**src/rtl/prio_arb_rr.sv**
```systemverilog
`timescale 1ns/1ps
`default_nettype none
// ============================================================================
// Module   : prio_arb_rr
// Brief    : Registered N-input priority/round-robin arbiter with one-hot
//            grant and VALID/READY output handshake.
// Revision : 1.0 - initial release
// ============================================================================
module prio_arb_rr #(
    parameter int N = 8
) (
    input  logic                 CLK,
    input  logic                 RST,
    input  logic [N-1:0]         A,
    input  logic                 RR_EN,
    input  logic                 READY,
    output logic                 VALID,
    output logic [$clog2(N)-1:0] Y,
    output logic [N-1:0]         GRANT
);

    localparam int W = $clog2(N);

    logic         r_valid;
    logic [W-1:0] r_y;
    logic [W-1:0] r_last;

    logic         w_ld;
    logic         w_any;
    logic [W-1:0] w_fix_idx;
    logic [W-1:0] w_rr_idx;
    logic         w_rr_hit;
    logic [W-1:0] w_cand;
    logic [W-1:0] w_win;
    logic [N-1:0] w_grant;

    assign w_ld  = !r_valid || READY;
    assign w_any = |A;

    // Fixed priority: later (higher) indices overwrite earlier ones.
    always_comb begin
        w_fix_idx = '0;
        for (int i = 0; i < N; i++) begin
            if (A[W'(i)]) begin
                w_fix_idx = W'(i);
            end
        end
    end

    // Round-robin search LAST-1 downwards, wrapping modulo N, LAST checked last.
    always_comb begin
        w_rr_idx = '0;
        w_rr_hit = 1'b0;
        w_cand   = '0;
        for (int k = 1; k <= N; k++) begin
            w_cand = W'((int'(r_last) + N - k) % N);
            if (!w_rr_hit && A[w_cand]) begin
                w_rr_idx = w_cand;
                w_rr_hit = 1'b1;
            end
        end
    end

    assign w_win = RR_EN ? w_rr_idx : w_fix_idx;

    always_ff @(posedge CLK or posedge RST) begin
        if (RST) begin
            r_valid <= 1'b0;
            r_y     <= '0;
            r_last  <= '0;
        end else if (w_ld) begin
            if (w_any) begin
                r_valid <= 1'b1;
                r_y     <= w_win;
                r_last  <= w_win;
            end else begin
                r_valid <= 1'b0;
            end
        end
    end

    always_comb begin
        w_grant = '0;
        if (r_valid) begin
            w_grant[r_y] = 1'b1;
        end
    end

    assign VALID = r_valid;
    assign Y     = r_y;
    assign GRANT = w_grant;

endmodule
`default_nettype wire

```
**config.mk**
```make
export PLATFORM = sky130hd
export DESIGN_NAME = prio_arb_rr
export DESIGN_NICKNAME = d
export VERILOG_FILES = /design/src/rtl/prio_arb_rr.sv
export SDC_FILE = /design/constraint.sdc
export NUM_CORES = 1
export LEC_CHECK = 0
export ABC_AREA = 0
export CORE_UTILIZATION = 35
export CTS_BUF_LIST = sky130_fd_sc_hd__clkbuf_4
export CTS_CLUSTER_DIAMETER = 200
export CTS_CLUSTER_SIZE = 16
export DETAILED_ROUTE_END_ITERATION = 10
export PLACE_DENSITY = 0.57
export SKIP_CTS_REPAIR_TIMING = 1
export SYNTH_ARGS = -nofsm -noshare
export SYNTH_HDL_FRONTEND = slang
export SYNTH_SLANG_ARGS = --single-unit
export TNS_END_PERCENT = 100
```
**constraint.sdc**
```tcl
create_clock -name CLK -period 7.3 [get_ports CLK]
set_clock_uncertainty 0.15 [all_clocks]
set_input_delay 0.73 -clock CLK [delete_from_list [all_inputs] [get_ports CLK]]
set_output_delay 0.73 -clock CLK [all_outputs]
set_load 0.01 [all_outputs]
```
# [Word level (Yosys, flattened, before mapping)]
# Index checks and enable logic that the tools add are counted.
[totals] ff_bits=4 inputBits=12 word_cells=79
[op_classes] n_addsub=9 n_lt_le_gt_ge=10 mux=39 reduce_logical=19
[ops] operator="3-bit by 4-bit less-than comparator with 1-bit output (second input constant)" n=9
[ops] operator="3-bit two-way mux" n=9
[ops] operator="1-bit binary-select mux with 3-bit select" n=8
[ops] operator="1-bit two-way mux" n=18
[ops] operator="3-bit subtractor (second input constant)" n=4
[ops] operator="1-bit logical AND" n=8
[ops] operator="1-bit logical NOT" n=8
[ops] operator="8-bit two-way mux" n=1
[ops] operator="8-bit OR reduction" n=1
[ops] operator="3-bit by 1-bit subtractor with 3-bit output (second input constant)" n=2
[ops] operator="3-bit by 2-bit subtractor with 3-bit output (second input constant)" n=2
[ops] operator="2-bit two-way mux" n=2
[ops] operator="3-bit by 1-bit adder with 3-bit output (second input constant)" n=1
[ops] operator="1-bit demux with 3-bit select" n=1
[ops] operator="3-bit by 1-bit greater-or-equal comparator with 1-bit output (second input constant)" n=1
[ops] operator="2-bit AND reduction" n=1
[ops] operator="1-bit logical OR" n=1

# [Longest topological paths before layout]
# Gate-level depths: netlist of the first run.
[depth] ltp_word=27 depth_mapped=13 mapped_depth_nobuf=9

# [Worst setup path after synthesis of the first run]
# OpenSTA, ideal clock, no wires.
[synth_timing] path_type="reg2reg" start="register, netlist name Y[0]" end="register r_y[1], in the netlist Y[1]" setup_ns=0.131 t_arrival_ns=2.982 required_ns=7.019 setup_slack_ns=4.036 stages_incl_launch_ff=14 synth_period_minus_slack_ns=3.264 cell_sequence="dfrtp_1 -> buf_6 -> buf_8 -> buf_2 -> inv_1 -> ha_1 -> clkbuf_2 -> inv_1 -> mux4_2 -> nor3b_4 -> nand3_2 -> nand2_2 -> mux2i_1 -> or3_1"
[synth_rtl] element="end signal: assignment" line="74" source="r_y <= w_win;"
[synth_rtl] element="end: declaration" line="25" source="logic [W-1:0] r_y;"

==> summary.txt, run 1 <==
Synthesis
  – Mapped Area: 1281 sq um
  – Adder-cell area share of the yosys netlist: 5.859%
  – Sequential element share of the synthesized area: around 7.8%
  – Count of yosys warnings during synthesis: 0
  – Combinational family with the most area after synthesis: multiplexers
  – Basic-gate share of the synthesized area counting and, or, nand and nor cells: between 20% and 30%
  – Nets in the synthesized netlist: 154
  – Count leader, synth: sky130_fd_sc_hd__nand2_1
  – Top cell type by total area after synthesis: sky130_fd_sc_hd__mux4_2
  – Most used DFF post-synth: sky130_fd_sc_hd__dfrtp_1
  – Number of distinct library cells after synthesis: 53
  – Xor/xnor cell area share of the yosys netlist: 2.734%
  – Avg Cell Area, Syn: between 9 and 10 sq um
  – Multiplexer fraction of the synthesized cell area: a little under two fifths
  – Area share of the largest cell type after synthesis: about 16%
  – Post-synthesis sequential element count: 4
  – Area fraction in compound gates after synthesis: around 18%
  – Post-synth ARST share: 100.0%
  – Biggest area contributors in the synthesized netlist: sky130_fd_sc_hd__mux4_2 (16%), sky130_fd_sc_hd__dfrtp_1 (7.8%), sky130_fd_sc_hd__mux2i_1 (7.0%)
  – Gate Count Post-Synth: 136
  – Number of enable flip-flop cells after synthesis: 0
  – Synth cell count leaders: sky130_fd_sc_hd__nand2_1 (13), sky130_fd_sc_hd__mux2i_1 (9), sky130_fd_sc_hd__mux4_2 (9), sky130_fd_sc_hd__inv_1 (8), sky130_fd_sc_hd__ha_1 (6)

Finish
  – Total inserted antenna cells: 0
  – Layout Area Growth over Synthesis: 21.19%
  – Final net count: approximately 180
  – Fraction of final layout cells with drive strength greater than 1: about 17%
  – Filler cell count in the final layout: about 340

STA
  – Maximum operating frequency: between 200 and 300 MHz
  – Actual transition at the worst max-transition pin: approximately 0.63 ns
  – RSZ-0062 raised after global routing: false
  – Clock period minus worst slack: 3.514 ns
  – Relative slew slack: between 50% and 60%
  – Final max-slew violation count: 0
  – Share of the cycle needed by the critical path after routing: 48.14%
  – Final Hold Vio Count: 0
  – PnR worst setup slack: ~3.8 ns
  – Number of endpoints failing setup at the final stage: 0
  – Summed negative setup slack over all endpoints: 0 ns

GRT
  – Via count of the first global-routing pass: about 1200
  – Gr ovfl total: 0
  – First-pass GRT wire length: around 5700 microns
  – Number of antenna violations at the first check in global routing: 0
  – Maximum number of pins on one net before global-route repair: 31
  – All-Layer GR Usage: 18.35%

Drt
  – Total detailed-routing wirelength: 3429 microns
  – Routed wire length per instance: between 15 and 20 microns
  – DRC Markers: 0
  – Total via count in the routed design: 1208
  – Via count normalized by instance count: ~6
  – Antenna Violating Nets Remaining: 0
  – Router iterations before antenna repair: 4
  – Initial DRC Count: 59

Hold path
  – Hold Startpoint: VALID
  – Classification of the worst-slack hold path: register to register

Worst setup path
  – First element of the critical path: Y[1]
  – Endpoint type of the worst setup path: register
  – Cell with the biggest individual delay on the critical path: sky130_fd_sc_hd__dfrtp_1
  – Data required, critical path: a little over 7 ns
  – Peak per-stage delay on the critical path: 0.64 ns
  – Combined buffer and inverter count along the critical path: 2
  – Sequence of cells on the critical path: inv_1, ha_1, inv_1, mux4_2, nor3b_4, nand3_2, nand2_2, mux2i_1, or3_1
  – Critical setup path kind: register to register
  – Critical Path Start Type: register
  – Worst endpoint data arrival time: 3.47 ns
  – Gate family responsible for the most delay along the worst path: simple AND/OR/NAND/NOR gates
  – FF-to-FF Start: Y[1]
  – Most prevalent standard cell on the critical path: sky130_fd_sc_hd__inv_1
  – CP Max Fanout: 12

Power
  – Clk pwr share: 3.6%
  – Internal power contribution: about 0.00037 W
  – Total net switching power: approximately 0.00038 W
  – Combinational fraction of design power: about nine tenths
  – Leakage power summed over all cells: slightly above 0.6 nW
  – Worst IR Drop VDD: 0.1678 mV
  – Pwr/cell area: about 480 nW/um^2
  – Switching part of the total: ~51%
  – Fraction of power consumed by sequential logic: 6.5%

Clock network
  – CTS H-Tree Depth: 1
  – Clk pin slew, worst setup/hold paths: approximately 0.04 ns
  – TritonCTS clock tree: yes
  – Cts bufs inserted: 3
  – Number of sinks handled by clock tree synthesis: 4
  – Worst-skew pair later-pin latency: roughly 0.23 ns
  – Clock root buffer master: sky130_fd_sc_hd__clkbuf_4
  – Number of buffers on the longest clock path: 2

Outcome
  – Status: finished, final reports clean

Job
  – Max-capacitance violation count: 0

Floorplanning
  – Placeable core region: 3416 sq um
  – FP Rows: 21
  – Die width: 62.51 microns
  – Die footprint: 3907 sq um
  – Effective utilization at floorplan: between 30% and 40%
  – Floorplan die height: between 60 and 70 microns
  – Top Ports: 24

Place
  – Hpwl dp: 2739 microns
  – Buffers added on ports: 23
  – Minimum setup slack after placement: roughly 3.8 ns
  – Last weighted congestion value of the routability-driven placer: ~0.97
final timing paths:
path	end	slack (ns)	cells after the start
max	Y[1]	3.79	9
min in group asynchronous	Y[2]	0.53	2
min reg2reg	VALID	0.48	2
max in group asynchronous	VALID	6.33	2
min	VALID	0.48	2
max reg2reg	Y[1]	3.79	9
area by class of cell:
class                   instances  area [sq um]  share of cell area, %
multi-input cells             118          1105                  71.15
repair buffers                 24         237.7                  15.31
well taps                      46         57.56                  3.707
flip-flops and latches          4         100.1                  6.446
clock buffers                   3         22.52                  1.450
inverters                       8         30.03                  1.934
placed cells by master (no fill, tap or decap), types with 2 or more instances in the layout:
| cell | instances |
|---|---|
| sky130_fd_sc_hd__mux2i_1 | 9 |
| sky130_fd_sc_hd__clkdlybuf4s50_1 | 23 |
| sky130_fd_sc_hd__mux4_2 | 9 |
| sky130_fd_sc_hd__mux2_4 | 4 |
| sky130_fd_sc_hd__and3_1 | 5 |
| sky130_fd_sc_hd__clkbuf_4 | 3 |
| sky130_fd_sc_hd__o21ai_0 | 5 |
| sky130_fd_sc_hd__a31oi_1 | 2 |
| sky130_fd_sc_hd__nor2_1 | 5 |
| sky130_fd_sc_hd__xnor2_1 | 2 |
| sky130_fd_sc_hd__nand2_1 | 13 |
| sky130_fd_sc_hd__a21o_1 | 2 |
| sky130_fd_sc_hd__nand2b_1 | 4 |
| sky130_fd_sc_hd__a21oi_1 | 3 |
| sky130_fd_sc_hd__and2_1 | 4 |
| sky130_fd_sc_hd__mux4_1 | 2 |
| sky130_fd_sc_hd__ha_1 | 6 |
| sky130_fd_sc_hd__mux2_2 | 2 |
| sky130_fd_sc_hd__mux2_1 | 3 |
| sky130_fd_sc_hd__dfrtp_1 | 4 |
| sky130_fd_sc_hd__o22ai_1 | 2 |
| sky130_fd_sc_hd__inv_1 | 8 |
| sky130_fd_sc_hd__nor3_1 | 4 |
| sky130_fd_sc_hd__a211oi_1 | 2 |
| sky130_fd_sc_hd__or2_1 | 2 |
| sky130_fd_sc_hd__xor2_1 | 2 |
| sky130_fd_sc_hd__nor2b_1 | 2 |
routing by layer:
metal	vias to the layer above	global-route usage (%)	routed length, microns
met5	-	0	0
met3	8	1.825	116
met4	0	7.849	80
met2	37	33.29	1821
li1	576	-	-
met1	587	21.71	1411
tightest hold or removal path, cell delays in order, from the launching register on:
cell                       delay, ns
sky130_fd_sc_hd__dfrtp_1        0.42
sky130_fd_sc_hd__nand2b_1       0.11
sky130_fd_sc_hd__nand2_1        0.07
power by group through the flow:
| stage | clock network (W) | registers, W | logic (W) |
|---|---|---|---|
| floorplan | 0 | 0.0000408 | 0.000530 |
| CTS | 0.0000293 | 0.0000501 | 0.000673 |
| global placement | 0 | 0.0000503 | 0.000668 |
| finish | 0.0000272 | 0.0000491 | 0.000676 |
| global route | 0.0000303 | 0.0000519 | 0.000733 |
| detailed placement | 0 | 0.0000504 | 0.000671 |
cell families (layout without fill, tap and decap cells):
kind of cell / after synthesis / after routing
buffers and inverters: 14 / 35
AO/OA/AOI/OAI: 29 / 29
flip-flops: 4 / 4
AND/OR/NAND/NOR: 49 / 49
XOR/XNOR: 4 / 4
multiplexers: 30 / 30
adder cells (fa/ha/maj): 6 / 6
flip-flops by register name, indices dropped and copies added (netlist names):
signal / count
VALID: 1
Y: 3
metrics by stage:
step           hold slack (ns)  area [sq um]  instances  power [W]  utilization, %
6_report                0.4802          1553        203  0.0007522           45.46
5_1_grt                 0.5284          1553        203  0.0008148           45.46
4_1_cts                 0.4923          1553        203  0.0007524           45.46
3_5_place_dp            0.4765          1530        200  0.0007213           44.80
3_3_place_gp            0.4593          1530        200  0.0007180           44.80
2_1_floorplan           0.3461          1281        136  0.0005711               -
No activity file was read; power rests on OpenSTA's default activity.
==> run 2: changes to the inputs <==
==> constraint.sdc (replaced) <==
create_clock -name CLK -period 3.5 [get_ports CLK]
set_clock_uncertainty 0.15 [all_clocks]
set_input_delay 0.35 -clock CLK [delete_from_list [all_inputs] [get_ports CLK]]
set_output_delay 0.35 -clock CLK [all_outputs]
set_load 0.01 [all_outputs]
==> run 2 against run 1 <==
First-iteration DRC count up 58%. Die area unchanged. Critical path depth unchanged. Wire length up 3.0%. Combinational power up 110%. Design area up 1.5%. Clock power up 100%. Non-clock buffer count up 3. Maximum frequency up 11%. Via count up 1.5%. Hold slack worse by 0.33 ns. Largest cell class unchanged.
==> summary.txt, run 2 (synthesized netlist as in run 1, its figures left out) <==
Clock network
  – Clock root buffer master: sky130_fd_sc_hd__clkbuf_4
  – Clk pin slew, worst setup/hold paths: approximately 0.04 ns
  – Worst-skew pair later-pin latency: 0.23 ns
  – CTS H-Tree Depth: 1
  – Number of sinks handled by clock tree synthesis: 4
  – Cts bufs inserted: 3
  – TritonCTS clock tree: yes
  – Number of buffers on the longest clock path: 2

Finish
  – Total inserted antenna cells: 0
  – Layout Area Growth over Synthesis: 22.95%
  – Final net count: 180
  – Max FFs per register: 3
  – Most common cell after layout, fill and taps aside: sky130_fd_sc_hd__clkdlybuf4s50_1
  – Commonest cells after routing, fill and taps aside: sky130_fd_sc_hd__clkdlybuf4s50_1 (23), sky130_fd_sc_hd__nand2_1 (13), sky130_fd_sc_hd__mux4_2 (9), sky130_fd_sc_hd__mux2i_1 (9), sky130_fd_sc_hd__inv_1 (8)
  – Fraction of final layout cells with drive strength greater than 1: a little under a fifth
  – Final cell utilization of the core: a little under half

STA
  – Actual transition at the worst max-transition pin: about 0.53 ns
  – Final Hold Slack: between 0.15 and 0.2 ns
  – Relative slew slack: ~64%
  – Number of endpoints failing setup at the final stage: 0
  – Summed negative setup slack over all endpoints: 0 ns
  – RSZ-0062 raised after global routing: false
  – Maximum operating frequency: 314.8 MHz
  – Share of the cycle needed by the critical path after routing: 90.75%
  – Final Hold Vio Count: 0
  – Clock period minus worst slack: between 3 and 4 ns
  – Final max-slew violation count: 0

Worst setup path
  – Critical setup path kind: register to register
  – Critical Path Start Type: register
  – CP Max Fanout: 11
  – Worst endpoint data arrival time: 3.13 ns
  – Endpoint type of the worst setup path: register
  – Data required, critical path: roughly 3.5 ns

Drt
  – Initial DRC Count: 93
  – Total detailed-routing wirelength: 3531 microns
  – Total via count in the routed design: around 1200
  – Via count normalized by instance count: 5.951
  – DRC Markers: 0
  – Antenna Violating Nets Remaining: 0
  – Routed wire length per instance: 17.14 microns
  – Router iterations before antenna repair: 4

Floorplanning
  – Floorplan die height: about 63 microns
  – Top Ports: 24
  – Die footprint: about 3900 sq um
  – FP Rows: 21
  – Effective utilization at floorplan: ~38%
  – Placeable core region: about 3400 sq um
  – Die width: ~63 microns

GRT
  – Via count of the first global-routing pass: around 1200
  – Gr ovfl total: 0
  – Grt met1 use: roughly 23%
  – Global Route met3 Usage: 1.825%
  – Maximum number of pins on one net before global-route repair: 21
  – Number of antenna violations at the first check in global routing: 0
  – All-Layer GR Usage: about a fifth
  – First-pass GRT wire length: between 5000 and 6000 microns
  – Met2 Resource Use GR: between 30% and 40%
  – Most used routing layer: met2

Power
  – Worst IR Drop VDD: 0.3409 mV
  – Leakage power summed over all cells: between 0.6 and 0.7 nW
  – Pwr/cell area: ~1000 nW/um^2

Job
  – Max-capacitance violation count: 0

Place
  – Last weighted congestion value of the routability-driven placer: around 0.98
  – Hpwl dp: about 2800 microns
  – Buffers added on ports: 23

Hold path
  – Classification of the worst-slack hold path: primary input to asynchronous set/reset pin

Outcome
  – Status: finished, final reports clean
-- run 2: report_power, final --
part	internal, W	switching, W	total, W
Sequential	0.0000620	0.0000352	0.0000972
Clock	0.0000382	0.0000172	0.0000554
Combinational	0.000695	0.000749	0.00144
Total	0.000795	0.000802	0.00160
-- run 2: path summary, 6_finish.rpt --
| path | startpoint | to | slack, ns | cells past startpoint |
|---|---|---|---|---|
| hold reg to reg | VALID | VALID | 0.50 | 2 |
| min in group CLK | VALID | VALID | 0.50 | 2 |
| max in group asynchronous | RST | VALID | 2.90 | 2 |
| setup reg to reg | Y[0] | Y[1] | 0.32 | 9 |
| hold / removal | RST | Y[1] | 0.15 | 2 |
| setup / recovery | Y[0] | Y[1] | 0.32 | 9 |
-- run 2: area by class of cell --
type / count / area (sq um)
repair buffers: 27 / 260.3
clock buffers: 3 / 22.52
multi-input cells: 118 / 1105
fillers: 344 / 1841
flip-flops and latches: 4 / 100.1
inverters: 8 / 30.03
well taps: 46 / 57.56
-- run 2: layer usage --
metal / wire length (microns) / share of wire, %
met1: 1499 / 42
met2: 1790 / 51
met3: 160 / 4.5
met4: 80 / 2.3
met5: 0 / 0
-- run 2: through the flow --
| stage | setup WS, ns | instance area [sq um] | std cells | total power (W) |
|---|---|---|---|---|
| after global placement | 0.4380 | 1553 | 203 | 0.001506 |
| after global routing | 0.1423 | 1575 | 206 | 0.001719 |
| final | 0.3236 | 1575 | 206 | 0.001597 |
| after floorplan | 0.2363 | 1281 | 136 | 0.001191 |
| after CTS | 0.3363 | 1575 | 206 | 0.001585 |
| after detailed placement | 0.3427 | 1553 | 203 | 0.001520 |
-- run 2: critical path, stage by stage (launching register included) --
cell and delay (ns):
sky130_fd_sc_hd__dfrtp_1 0.55, sky130_fd_sc_hd__inv_1 0.10, sky130_fd_sc_hd__ha_1 0.47, sky130_fd_sc_hd__inv_1 0.24, sky130_fd_sc_hd__mux4_2 0.61, sky130_fd_sc_hd__nor3b_4 0.27, sky130_fd_sc_hd__nand3_2 0.12, sky130_fd_sc_hd__nand2_2 0.12
sky130_fd_sc_hd__nor3_1 0.05, sky130_fd_sc_hd__or3_1 0.36
==> run 3: changes to the inputs <==
--- a/config.mk
+++ b/config.mk
@@ -12,6 +12,7 @@
 export CTS_CLUSTER_SIZE = 16
 export DETAILED_ROUTE_END_ITERATION = 10
 export PLACE_DENSITY = 0.57
+export SETUP_SLACK_MARGIN = 0.05
 export SKIP_CTS_REPAIR_TIMING = 1
 export SYNTH_ARGS = -nofsm -noshare
 export SYNTH_HDL_FRONTEND = slang
==> results of run 3 <==
No change in the layout: final DEF, timing and power equal those of run 2.
